**config.mk**
```make
export PLATFORM = sky130hd
export DESIGN_NAME = hazard_stall_unit_flat
export DESIGN_NICKNAME = d
export VERILOG_FILES = /design/src/rtl/hazard_stall_unit_pkg.sv /design/src/rtl/hazard_stall_unit_if.sv /design/src/rtl/hazard_detect_comb.sv /design/src/rtl/hazard_stall_unit.sv /design/src/flat_wrapper.sv
export SDC_FILE = /design/constraint.sdc
export NUM_CORES = 1
export LEC_CHECK = 0
export ABC_AREA = 1
export CAP_MARGIN = 0
export CORE_MARGIN = 1
export CORE_UTILIZATION = 40
export CTS_CLUSTER_DIAMETER = 80
export CTS_CLUSTER_SIZE = 20
export DETAILED_ROUTE_END_ITERATION = 8
export PLACE_DENSITY = 0.67
export SLEW_MARGIN = 15
export SYNTH_ARGS = -nofsm -noshare
export SYNTH_HDL_FRONTEND = slang
export SYNTH_SLANG_ARGS = --single-unit
```
**constraint.sdc**
```tcl
create_clock -name clk -period 1.78 [get_ports clk]
set_clock_uncertainty 0.1 [all_clocks]
set_input_delay 0.267 -clock clk [delete_from_list [all_inputs] [get_ports clk]]
set_output_delay 0.267 -clock clk [all_outputs]
set_load 0.01 [all_outputs]
```
**src/rtl/hazard_stall_unit_pkg.sv**
```systemverilog
// Shared pipeline definitions for the hazard stall unit.
// Holds the load-opcode range and its decode function, the FSM state
// encodings used by the state debug tap, and the common field widths.
package hazard_stall_unit_pkg;

   localparam int unsigned REG_W       = 5;
   localparam int unsigned OP_W        = 6;
   localparam int unsigned WAIT_CNT_W  = 16;
   localparam int unsigned STALL_CNT_W = 2;

   // Load opcodes occupy the contiguous range 32..38 (lb..lwr)
   localparam logic [OP_W-1:0] OP_LOAD_FIRST = 6'd32;
   localparam logic [OP_W-1:0] OP_LOAD_LAST  = 6'd38;

   typedef enum logic [1:0] {
      ST_RUN        = 2'd0,
      ST_LOAD_STALL = 2'd1,
      ST_MEM_WAIT   = 2'd2,
      ST_FLUSH      = 2'd3
   } hsu_state_e;

   function automatic logic is_load_op(input logic [OP_W-1:0] op);
      return (op >= OP_LOAD_FIRST) && (op <= OP_LOAD_LAST);
   endfunction

endpackage

```
**src/rtl/hazard_stall_unit_if.sv**
```systemverilog
// Pipeline-side bundle of the hazard stall unit.
// Inputs : ID source fields/uses, EX opcode/rd/write-enable, MEM access and
//          ready, EX branch-taken.
// Outputs: stall_if, stall_id, stall_ex_mem, bubble_ex, flush_if_id,
//          mem_timeout, state_dbg; with HAZARD_STATS_EN also stall_cycles,
//          flush_count, load_use_count.
// slave modport is the hazard unit, master modport is the pipeline.
interface hazard_stall_unit_if;
   import hazard_stall_unit_pkg::*;

   logic [REG_W-1:0] rs_id;
   logic [REG_W-1:0] rt_id;
   logic             uses_rs_id;
   logic             uses_rt_id;
   logic [OP_W-1:0]  op_ex;
   logic [REG_W-1:0] rd_ex;
   logic             register_write_ex;
   logic             mem_access_mem;
   logic             mem_ready;
   logic             branch_taken_ex;

   logic             stall_if;
   logic             stall_id;
   logic             stall_ex_mem;
   logic             bubble_ex;
   logic             flush_if_id;
   logic             mem_timeout;
   logic [1:0]       state_dbg;
`ifdef HAZARD_STATS_EN
   logic [31:0]      stall_cycles;
   logic [15:0]      flush_count;
   logic [15:0]      load_use_count;
`endif

   modport slave (
      input  rs_id, rt_id, uses_rs_id, uses_rt_id, op_ex, rd_ex,
             register_write_ex, mem_access_mem, mem_ready, branch_taken_ex,
      output stall_if, stall_id, stall_ex_mem, bubble_ex, flush_if_id,
             mem_timeout, state_dbg
`ifdef HAZARD_STATS_EN
      , output stall_cycles, flush_count, load_use_count
`endif
   );

   modport master (
      output rs_id, rt_id, uses_rs_id, uses_rt_id, op_ex, rd_ex,
             register_write_ex, mem_access_mem, mem_ready, branch_taken_ex,
      input  stall_if, stall_id, stall_ex_mem, bubble_ex, flush_if_id,
             mem_timeout, state_dbg
`ifdef HAZARD_STATS_EN
      , input stall_cycles, flush_count, load_use_count
`endif
   );

endinterface

```
**src/rtl/hazard_detect_comb.sv**
```systemverilog
// Purely combinational hazard detection, shared with forwarding-disable logic.
// Inputs : ID rs/rt and their use flags, EX opcode/rd/write-enable,
//          MEM access and ready.
// Outputs: o_load_use_c (ID needs a load result still in EX),
//          o_mem_wait_c (MEM access not completing this cycle).
module hazard_detect_comb
   import hazard_stall_unit_pkg::*;
(
   input  logic [REG_W-1:0] i_rs_id,
   input  logic [REG_W-1:0] i_rt_id,
   input  logic             i_uses_rs_id,
   input  logic             i_uses_rt_id,
   input  logic [OP_W-1:0]  i_op_ex,
   input  logic [REG_W-1:0] i_rd_ex,
   input  logic             i_register_write_ex,
   input  logic             i_mem_access_mem,
   input  logic             i_mem_ready,
   output logic             o_load_use_c,
   output logic             o_mem_wait_c
);

   logic w_rs_hit;
   logic w_rt_hit;

   // Unused operands are masked so stale register fields never stall
   assign w_rs_hit = i_uses_rs_id && (i_rs_id == i_rd_ex);
   assign w_rt_hit = i_uses_rt_id && (i_rt_id == i_rd_ex);

   // r0 is hardwired, so a load targeting it never creates a dependency
   assign o_load_use_c = is_load_op(i_op_ex) && i_register_write_ex &&
                         (i_rd_ex != '0) && (w_rs_hit || w_rt_hit);

   assign o_mem_wait_c = i_mem_access_mem && !i_mem_ready;

endmodule

```
**src/rtl/hazard_stall_unit.sv**
```systemverilog
// Pipeline hazard controller: load-use bubbles, data-memory wait stalls and
// taken-branch flushes. Outputs are combinational from state and inputs.
// Ports: clk, rst (async, active-high), bus (hazard_stall_unit_if.slave).
// Parameters: LOAD_STALL_CYCLES (1..3), MEM_WAIT_MAX (1..65535).
// Optional: define HAZARD_STATS_EN to add saturating event counters.
module hazard_stall_unit
   import hazard_stall_unit_pkg::*;
#(
   parameter int unsigned LOAD_STALL_CYCLES = 1,
   parameter int unsigned MEM_WAIT_MAX      = 255
) (
   input  logic                clk,
   input  logic                rst,
   hazard_stall_unit_if.slave  bus
);

   localparam logic [STALL_CNT_W-1:0] STALL_LAST = STALL_CNT_W'(LOAD_STALL_CYCLES - 1);

   hsu_state_e              r_state;
   hsu_state_e              w_state_nxt;
   logic [STALL_CNT_W-1:0]  r_stall_cnt;
   logic [STALL_CNT_W-1:0]  w_stall_cnt_nxt;
   logic [WAIT_CNT_W-1:0]   r_wait_cnt;
   logic [WAIT_CNT_W-1:0]   w_wait_cnt_nxt;
   logic                    r_mem_timeout;
   logic                    w_timeout_set;
   logic                    w_load_use;
   logic                    w_mem_wait;
   logic                    w_stall_if;
   logic                    w_stall_id;
   logic                    w_stall_ex_mem;
   logic                    w_bubble_ex;
   logic                    w_flush_if_id;

   hazard_detect_comb u_detect (
      .i_rs_id             (bus.rs_id),
      .i_rt_id             (bus.rt_id),
      .i_uses_rs_id        (bus.uses_rs_id),
      .i_uses_rt_id        (bus.uses_rt_id),
      .i_op_ex             (bus.op_ex),
      .i_rd_ex             (bus.rd_ex),
      .i_register_write_ex (bus.register_write_ex),
      .i_mem_access_mem    (bus.mem_access_mem),
      .i_mem_ready         (bus.mem_ready),
      .o_load_use_c        (w_load_use),
      .o_mem_wait_c        (w_mem_wait)
   );

   // State, counters and sticky timeout
   always_ff @(posedge clk or posedge rst) begin
      if (rst) begin
         r_state       <= ST_RUN;
         r_stall_cnt   <= '0;
         r_wait_cnt    <= '0;
         r_mem_timeout <= 1'b0;
      end else begin
         r_state       <= w_state_nxt;
         r_stall_cnt   <= w_stall_cnt_nxt;
         r_wait_cnt    <= w_wait_cnt_nxt;
         r_mem_timeout <= r_mem_timeout | w_timeout_set;
      end
   end

   // Next state and pipeline controls
   always_comb begin
      w_state_nxt     = r_state;
      w_stall_cnt_nxt = r_stall_cnt;
      w_wait_cnt_nxt  = r_wait_cnt;
      w_stall_if      = 1'b0;
      w_stall_id      = 1'b0;
      w_stall_ex_mem  = 1'b0;
      w_bubble_ex     = 1'b0;
      w_flush_if_id   = 1'b0;

      unique case (r_state)
         // FLUSH behaves like RUN except EX holds the flushed bubble, so a
         // branch seen there is not acted on again
         ST_RUN, ST_FLUSH: begin
            w_state_nxt = ST_RUN;
            if (w_mem_wait) begin
               w_stall_if     = 1'b1;
               w_stall_id     = 1'b1;
               w_stall_ex_mem = 1'b1;
               w_wait_cnt_nxt = WAIT_CNT_W'(1);
               w_state_nxt    = ST_MEM_WAIT;
            end else if (bus.branch_taken_ex && (r_state == ST_RUN)) begin
               w_flush_if_id = 1'b1;
               w_bubble_ex   = 1'b1;
               w_state_nxt   = ST_FLUSH;
            end else if (w_load_use) begin
               w_stall_if  = 1'b1;
               w_stall_id  = 1'b1;
               w_bubble_ex = 1'b1;
               if (LOAD_STALL_CYCLES > 1) begin
                  w_stall_cnt_nxt = STALL_CNT_W'(1);
                  w_state_nxt     = ST_LOAD_STALL;
               end
            end
         end
         // A memory wait preempts the remaining bubbles; the load has moved on
         ST_LOAD_STALL: begin
            if (w_mem_wait) begin
               w_stall_if     = 1'b1;
               w_stall_id     = 1'b1;
               w_stall_ex_mem = 1'b1;
               w_wait_cnt_nxt = WAIT_CNT_W'(1);
               w_state_nxt    = ST_MEM_WAIT;
            end else begin
               w_stall_if      = 1'b1;
               w_stall_id      = 1'b1;
               w_bubble_ex     = 1'b1;
               w_stall_cnt_nxt = r_stall_cnt + STALL_CNT_W'(1);
               if (r_stall_cnt == STALL_LAST) begin
                  w_state_nxt = ST_RUN;
               end
            end
         end
         ST_MEM_WAIT: begin
            if (bus.mem_ready) begin
               w_state_nxt = ST_RUN;
            end else begin
               w_stall_if     = 1'b1;
               w_stall_id     = 1'b1;
               w_stall_ex_mem = 1'b1;
               w_wait_cnt_nxt = (r_wait_cnt == '1) ? r_wait_cnt
                                                   : r_wait_cnt + WAIT_CNT_W'(1);
            end
         end
         default: w_state_nxt = ST_RUN;
      endcase
   end

   // Timeout fires on the edge where the wait count reaches the limit
   assign w_timeout_set = w_stall_ex_mem && (32'(w_wait_cnt_nxt) >= MEM_WAIT_MAX);

   assign bus.stall_if     = !rst && w_stall_if;
   assign bus.stall_id     = !rst && w_stall_id;
   assign bus.stall_ex_mem = !rst && w_stall_ex_mem;
   assign bus.bubble_ex    = !rst && w_bubble_ex;
   assign bus.flush_if_id  = !rst && w_flush_if_id;
   assign bus.mem_timeout  = r_mem_timeout;
   assign bus.state_dbg    = r_state;

`ifdef HAZARD_STATS_EN
   logic [31:0] r_stall_cycles;
   logic [15:0] r_flush_count;
   logic [15:0] r_load_use_count;
   logic        w_flush_evt;
   logic        w_load_use_evt;

   assign w_flush_evt    = (r_state == ST_RUN) && w_flush_if_id;
   assign w_load_use_evt = (r_state == ST_RUN) && w_bubble_ex && !w_flush_if_id;

   // Saturating event counters
   always_ff @(posedge clk or posedge rst) begin
      if (rst) begin
         r_stall_cycles   <= '0;
         r_flush_count    <= '0;
         r_load_use_count <= '0;
      end else begin
         if (w_stall_if && (r_stall_cycles != '1)) begin
            r_stall_cycles <= r_stall_cycles + 32'd1;
         end
         if (w_flush_evt && (r_flush_count != '1)) begin
            r_flush_count <= r_flush_count + 16'd1;
         end
         if (w_load_use_evt && (r_load_use_count != '1)) begin
            r_load_use_count <= r_load_use_count + 16'd1;
         end
      end
   end

   assign bus.stall_cycles   = r_stall_cycles;
   assign bus.flush_count    = r_flush_count;
   assign bus.load_use_count = r_load_use_count;
`endif

endmodule

```
**src/flat_wrapper.sv**
```systemverilog
// flat-port wrapper written by rule: the top's interface ports become plain ports
module hazard_stall_unit_flat import hazard_stall_unit_pkg::*;
#(
   parameter int unsigned LOAD_STALL_CYCLES = 1,
   parameter int unsigned MEM_WAIT_MAX      = 255
)
  (clk, rst, bus_rs_id, bus_rt_id, bus_uses_rs_id, bus_uses_rt_id, bus_op_ex, bus_rd_ex, bus_register_write_ex, bus_mem_access_mem, bus_mem_ready, bus_branch_taken_ex, bus_stall_if, bus_stall_id, bus_stall_ex_mem, bus_bubble_ex, bus_flush_if_id, bus_mem_timeout, bus_state_dbg);
  hazard_stall_unit_if bus_i ();
  input  logic clk;
  input  logic rst;
  input wire logic [$bits(bus_i.rs_id)-1:0] bus_rs_id;
  input wire logic [$bits(bus_i.rt_id)-1:0] bus_rt_id;
  input wire logic [$bits(bus_i.uses_rs_id)-1:0] bus_uses_rs_id;
  input wire logic [$bits(bus_i.uses_rt_id)-1:0] bus_uses_rt_id;
  input wire logic [$bits(bus_i.op_ex)-1:0] bus_op_ex;
  input wire logic [$bits(bus_i.rd_ex)-1:0] bus_rd_ex;
  input wire logic [$bits(bus_i.register_write_ex)-1:0] bus_register_write_ex;
  input wire logic [$bits(bus_i.mem_access_mem)-1:0] bus_mem_access_mem;
  input wire logic [$bits(bus_i.mem_ready)-1:0] bus_mem_ready;
  input wire logic [$bits(bus_i.branch_taken_ex)-1:0] bus_branch_taken_ex;
  output wire logic [$bits(bus_i.stall_if)-1:0] bus_stall_if;
  output wire logic [$bits(bus_i.stall_id)-1:0] bus_stall_id;
  output wire logic [$bits(bus_i.stall_ex_mem)-1:0] bus_stall_ex_mem;
  output wire logic [$bits(bus_i.bubble_ex)-1:0] bus_bubble_ex;
  output wire logic [$bits(bus_i.flush_if_id)-1:0] bus_flush_if_id;
  output wire logic [$bits(bus_i.mem_timeout)-1:0] bus_mem_timeout;
  output wire logic [$bits(bus_i.state_dbg)-1:0] bus_state_dbg;
  assign bus_i.rs_id = bus_rs_id;
  assign bus_i.rt_id = bus_rt_id;
  assign bus_i.uses_rs_id = bus_uses_rs_id;
  assign bus_i.uses_rt_id = bus_uses_rt_id;
  assign bus_i.op_ex = bus_op_ex;
  assign bus_i.rd_ex = bus_rd_ex;
  assign bus_i.register_write_ex = bus_register_write_ex;
  assign bus_i.mem_access_mem = bus_mem_access_mem;
  assign bus_i.mem_ready = bus_mem_ready;
  assign bus_i.branch_taken_ex = bus_branch_taken_ex;
  assign bus_stall_if = bus_i.stall_if;
  assign bus_stall_id = bus_i.stall_id;
  assign bus_stall_ex_mem = bus_i.stall_ex_mem;
  assign bus_bubble_ex = bus_i.bubble_ex;
  assign bus_flush_if_id = bus_i.flush_if_id;
  assign bus_mem_timeout = bus_i.mem_timeout;
  assign bus_state_dbg = bus_i.state_dbg;
  hazard_stall_unit #(.LOAD_STALL_CYCLES(LOAD_STALL_CYCLES), .MEM_WAIT_MAX(MEM_WAIT_MAX)) u_core (.clk(clk), .rst(rst), .bus(bus_i));
endmodule
```
==> qor.yml, run 1 <==
hold_path:
  min_path_type: "input port to async pin"
detailed_routing:
  viasPerCell: 4.776
  dr.pass1.iters: 4
  drt_wl_total_mm: 4.886
  route.detailed.drc: 0
  vias: 1987
  wl_per_cell_um: 11.75
  ant_nets: 0
  dr.first_iter.drc_count: 92
worst_setup_path:
  path_class: "register to output port"
  cp_max_fo: 3
  required_ps: 1410
  cpPeakStageDelay_ps: 410
  worstSetupEndpointType: "output port"
  crit_arrival_ps: 1650
  start_kind: "register"
  rr_worst_depth: 15
  r2r_setup_slack_ps: -210
  crit_slowest_cell: "dfrtp_1"
  path_cells: "inv_2, ha_4, inv_6, nor2_4, a21oi_2, nand2_2, a31oi_4, buf_6"
placement:
  port_buffers: 36
  gp_congestion: 0.8397
  dp_cells: 409
  place_hpwl_mm: 3.759
  placed_area_um2: 2609
synth:
  synth_top_cell_by_area: "dfrtp_1"
  ys_seq_area_share_pct: 29.01
  yosys_warnings: 0
  synth_ff_type: "dfrtp_1"
  ys_types: 31
  synth_nets: 308
  syn-cell-area_um2: 1812
  synth_top_area_share_pct: 29.01
  synthCells: 274
  synth_enable_flop_cells: 0
  avgSynthCellArea_um2: 6.612
  synthTopCellsByArea: "dfrtp_1 29%, nand2_1 17%, inv_1 9.1%"
  ys_seq_elements: 21
  synthArstFlopShare_pct: 100.0
clocking:
  hold_buffers: 0
  clockBufferDepth: 2
  clk_pin_slew_ps: 90
  cts_tree: "yes"
  numClockSinks: 21
  cts_buffers: 3
  clk_latency_ps: 270
  htreeDepth: 1
  cts_root_buffer: "clkbuf_8"
timing:
  slew_headroom_pct: 81.23
  hold_viol: 0
  tightest_slew_ps: 281.6
  setup_ws_ps: -235.6
  finalCritPeriodShare_pct: 113.2
  grt_setup_unrepaired: "yes"
  min_period_ps: 2016
  fmax_mhz: 496.1
  final-max-slew-violation-count: 0
  setup_violations: 6
power_and_ir_drop:
  switching_share_pct: 40.35
  power.leakage_uw: 0.001469
  p_int_uw: 1469
  comb_power_share_pct: 61.3
  ir_worst_vdd_mv: 0.6749
  seqPwrFrac_pct: 25.1
  clkPwrFrac_pct: 13.6
  p_switching_uw: 993.6
  power.density_nw_per_um2: 875.4
global_routing:
  grtUsageTotal_pct: 21.19
  antenna_found_initial: 0
  grt_pass1_wl_mm: 8.293
  grt_max_degree: 22
  grt_overflow: 0
  first_global_vias: 1936
floorplanning:
  placementRows: 24
  fp.dieW_um: 69.30
  floorplan.initialDensity_pct: 41.61
  core_area_um2: 4354
  die-area_um2: 4802
  die_h_um: 69.30
  ios: 37
cells_and_area:
  multiInputGateArea_um2: 1215
  fill_cells: 377
  syn2layout_area_growth_pct: 55.25
  fin_area_um2: 2813
  final_core_util_pct: 64.60
  regArea_um2: 525.5
  num_antenna_cells: 0
  final_cells: 416
  drive_above_1_share_pct: 32.97
  num-nets-final: 399
job:
  maxCapViolCount: 0
status:
  failed_checks: "negative setup slack"
  status: "complete, but fails checks"
## stage by stage
stage	TNS [ps]	worst slack [ps]	power (uW)	hold slack [ps]
2_1_floorplan	-341.3	-157.4	1270	152.0
3_3_place_gp	-4163	-678.4	1789	350.9
3_5_place_dp	-4267	-679.7	1801	366.3
4_1_cts	-1124	-237.9	2283	339.5
5_1_grt	-1728	-364.0	2626	382.0
6_report	-1196	-235.6	2462	352.2
## worst max-delay path, delay by kind of cell, from the launching register on
kind / cells / cell delay, ps
adders and majority gates: 1 / 220
AOI/OAI and AO/OA: 2 / 310
buffers and inverters: 3 / 310
and+or+nand+nor: 2 / 120
DFF: 1 / 410
## repair_timing
action,4_1_cts,5_1_grt
resized for setup,51,22
pin swaps,13,10
buffers inserted,3,0
endpoints found under the setup margin,6,7
## cells by family (layout without fill, tap and decap cells)
logic type                 after synthesis  count (layout)  share of synthesized area [%]
and+or+nand+nor                        172             172                          46.75
AOI/OAI and AO/OA                       19              19                          6.077
adders and majority gates                5               5                          3.453
DFF                                     21              21                          29.01
buffers and inverters                   52             142                          12.29
xor gates and xnor gates                 5               5                          2.418
## area by class of cell
class                           instances  area share (%)
Multi-Input combinational cell        201           43.19
Timing Repair Buffer                   90           27.14
Sequential cell                        21           18.68
Inverter                               48           6.939
Tap cell                               52           2.313
Clock buffer                            3           1.468
Clock inverter                          1          0.2669
## cell usage in the layout (no fill, tap or decap), types with 2 or more instances in the layout
cell type,n
nor2_1,24
nand4_1,8
buf_4,49
xnor2_1,2
o22ai_1,2
buf_2,3
clkbuf_8,3
inv_1,37
nand2_4,4
nand2_1,80
a31oi_1,2
clkdlybuf4s50_1,22
o21ai_0,2
nor2_2,6
nand2_2,11
nand3_1,21
inv_2,7
inv_4,2
a21oi_2,2
nand3_2,3
nand3_4,2
dfrtp_1,21
nor2_8,2
a21oi_1,5
nand3b_1,2
nor2_4,6
inv_6,2
dlygate4sd2_1,8
buf_6,8
ha_4,4
xor2_1,3
## per-layer routing
| layer | vias to the layer above | global-route usage, % | share of wire, % |
|---|---|---|---|
| met5 | - | 0 | 0 |
| met4 | 0 | 4.989 | 1.4 |
| met3 | 8 | 3.488 | 3.2 |
| met2 | 32 | 36.79 | 52 |
| met1 | 909 | 27.41 | 44 |
| li1 | 1038 | - | - |
## path summary, 6_finish.rpt
kind                                    startpoint                       to
setup / recovery           u_core.bus.state_dbg[0]             bus_stall_if
hold / removal                                 rst  u_core.bus.state_dbg[1]
setup reg to reg              u_core.r_wait_cnt[1]   u_core.bus.mem_timeout
hold reg to reg             u_core.bus.mem_timeout   u_core.bus.mem_timeout
max in group asynchronous                      rst    u_core.r_wait_cnt[10]
min in group clk            u_core.bus.mem_timeout   u_core.bus.mem_timeout
## power groups by stage
stage          combinational [uW]  sequential, uW  clock, uW
3_5_place_dp                 1190             608          0
3_3_place_gp                 1180             609          0
2_1_floorplan                 649             622          0
4_1_cts                      1330             603        352
5_1_grt                      1630             627        366
6_report                     1510             618        336
## state kept, by name, indices dropped and copies added, names as in the netlist
register	count
u_core.bus.mem_timeout	1
u_core.bus.state_dbg	2
u_core.r_stall_cnt	2
u_core.r_wait_cnt	16
## synth_stat cells, types with 3 or more instances
library cell / instances
nand2_4: 3
a21oi_1: 7
nand2_1: 83
nor2_2: 5
nand3_2: 3
ha_1: 5
o21ai_0: 3
dfrtp_1: 21
xor2_1: 3
a31oi_1: 3
nand2_2: 9
inv_1: 44
nor2_1: 29
nand3_1: 23
nand4_1: 8
No activity file was read; power rests on OpenSTA's default activity.
==> run 2: changes to the inputs <==
--- a/config.mk
+++ b/config.mk
@@ -8,11 +8,11 @@
 export ABC_AREA = 1
 export CAP_MARGIN = 0
 export CORE_MARGIN = 1
-export CORE_UTILIZATION = 40
+export CORE_UTILIZATION = 52
 export CTS_CLUSTER_DIAMETER = 80
 export CTS_CLUSTER_SIZE = 20
 export DETAILED_ROUTE_END_ITERATION = 8
-export PLACE_DENSITY = 0.67
+export PLACE_DENSITY = 0.81
 export SLEW_MARGIN = 15
 export SYNTH_ARGS = -nofsm -noshare
 export SYNTH_HDL_FRONTEND = slang
==> constraint.sdc (replaced) <==
create_clock -name clk -period 2.05 [get_ports clk]
set_clock_uncertainty 0.1 [all_clocks]
set_input_delay 0.3075 -clock clk [delete_from_list [all_inputs] [get_ports clk]]
set_output_delay 0.3075 -clock clk [all_outputs]
set_load 0.01 [all_outputs]
==> qor.yml, run 2 (synthesized netlist as in run 1, its figures left out) <==
timing:
  fmax_mhz: 472.0
  min_period_ps: 2118
  tightest_slew_ps: 420.3
  hold-worst-slack_ps: 347.6
  slew_headroom_pct: 71.68
  setup_violations: 4
  hold_viol: 0
  grt_setup_unrepaired: "yes"
  final-max-slew-violation-count: 0
  setup_ws_ps: -68.44
  finalCritPeriodShare_pct: 103.3
job:
  maxCapViolCount: 0
detailed_routing:
  drt_wl_total_mm: 4.999
  viasPerCell: 5.215
  dr.first_iter.drc_count: 141
  wl_per_cell_um: 12.79
  route.detailed.drc: 0
  ant_nets: 0
  vias: 2039
  dr.pass1.iters: 4
placement:
  dp_cells: 384
  port_buffers: 36
  place_hpwl_mm: 3.687
  gp_congestion: 0.8407
worst_setup_path:
  path_class: "register to output port"
  start_kind: "register"
  cp_max_fo: 2
  cpPeakStageDelay_ps: 410
  required_ps: 1640
  crit_arrival_ps: 1710
  crit_buf_inv: 4
  crit_slowest_cell: "dfrtp_1"
  path_cells: "buf_6, ha_4, inv_4, nor2_8, inv_2, a21oi_2, nand2_1, a31oi_2, buf_2"
  cp_top_family: "flip-flops"
  worstSetupEndpointType: "output port"
global_routing:
  grtUsageTotal_pct: 28.89
  grt_overflow: 0
  antenna_found_initial: 0
  grt_pass1_wl_mm: 8.004
  first_global_vias: 1918
  grt_max_degree: 22
clocking:
  clk_latency_ps: 330
  cts_tree: "yes"
  clockBufferDepth: 2
  clk_pin_slew_ps: 140
  htreeDepth: 1
  numClockSinks: 21
  cts_root_buffer: "clkbuf_4"
  cts_buffers: 3
cells_and_area:
  regArea_um2: 525.5
  largest_register_ffs: 16
  multiInputGateArea_um2: 1127
  final_cells: 391
  fill_cells: 264
  final_cell_mix: "83 x nand2_1, 37 x inv_1, 33 x buf_4, 26 x nor2_1, 26 x clkdlybuf4s50_1"
  drive_above_1_share_pct: 26.67
  num-nets-final: 380
  largest-register: "u_core.r_wait_cnt"
  final_common_cell: "nand2_1"
  syn2layout_area_growth_pct: 39.57
  num_antenna_cells: 0
floorplanning:
  core_area_um2: 3337
  die_h_um: 61.03
  fp.dieW_um: 61.03
  die-area_um2: 3724
  placementRows: 21
  ios: 37
  floorplan.initialDensity_pct: 54.29
power_and_ir_drop:
  comb_power_share_pct: 60.4
  p_int_uw: 1085
  clkPwrFrac_pct: 11.8
  power.density_nw_per_um2: 743.7
  switching_share_pct: 42.32
  ir_worst_vdd_mv: 0.6555
  p_switching_uw: 796.0
  seqPwrFrac_pct: 27.8
  power.leakage_uw: 0.001348
  total_power_uw: 1881
hold_path:
  min_path_type: "input port to async pin"
status:
  failed_checks: "negative setup slack"
  status: "complete, but fails checks"
==> run 2: power by group through the flow <==
stage	sequential (uW)	clock, uW	combinational (uW)
2_1_floorplan	540	0	510
3_3_place_gp	526	0	944
3_5_place_dp	529	0	961
4_1_cts	523	213	1060
5_1_grt	530	241	1230
6_report	523	222	1140
==> run 2: area by class of cell <==
type                            count  share of cell area (%)
Multi-Input combinational cell    201                   44.58
Timing Repair Buffer               71                   23.85
Sequential cell                    21                   20.78
Inverter                           48                   7.422
Tap cell                           46                   2.276
Clock buffer                        3                  0.8906
Clock inverter                      1                  0.1979
==> run 2: through the flow <==
stage,cell area (um^2),util [%],TNS (ps),setup slack [ps]
3_5_place_dp,2439,73.08,-2328,-487.6
3_3_place_gp,2439,73.08,-2099,-447.6
5_1_grt,2529,75.78,-613.7,-160.0
6_report,2529,75.78,-182.8,-68.44
2_1_floorplan,1818,-,0,39.58
4_1_cts,2509,75.18,-36.84,-19.70
==> run 2: worst min-delay path: cells and delay by family <==
kind / cells / cell delay [ps]
buf+inv: 3 / 870
==> run 2: per-layer routing <==
metal	wire length, um	up-vias	track usage [%]
met3	295	8	5.672
met5	0	-	0
li1	-	995	-
met1	2006	967	33.16
met4	60	0	10.06
met2	2636	69	53.11
==> run 2: what timing repair did <==
item / in CTS / in global routing
setup buffers: 3 / 0
gates resized for setup: 40 / 7
hold buffers: 0 / 0
pin swaps: 6 / 4
endpoints found under the setup margin: 6 / 7
==> run 2: worst paths after layout <==
path                                          from                      to  slack, ps  cells after the start
setup / recovery           u_core.bus.state_dbg[1]            bus_stall_id        -70                      9
hold / removal                                 rst    u_core.r_wait_cnt[7]        350                      3
setup reg to reg           u_core.bus.state_dbg[1]  u_core.bus.mem_timeout        -10                     16
hold reg to reg             u_core.bus.mem_timeout  u_core.bus.mem_timeout        390                      2
max in group asynchronous                      rst    u_core.r_wait_cnt[8]       1270                      3
min in group clk            u_core.bus.mem_timeout  u_core.bus.mem_timeout        390                      2
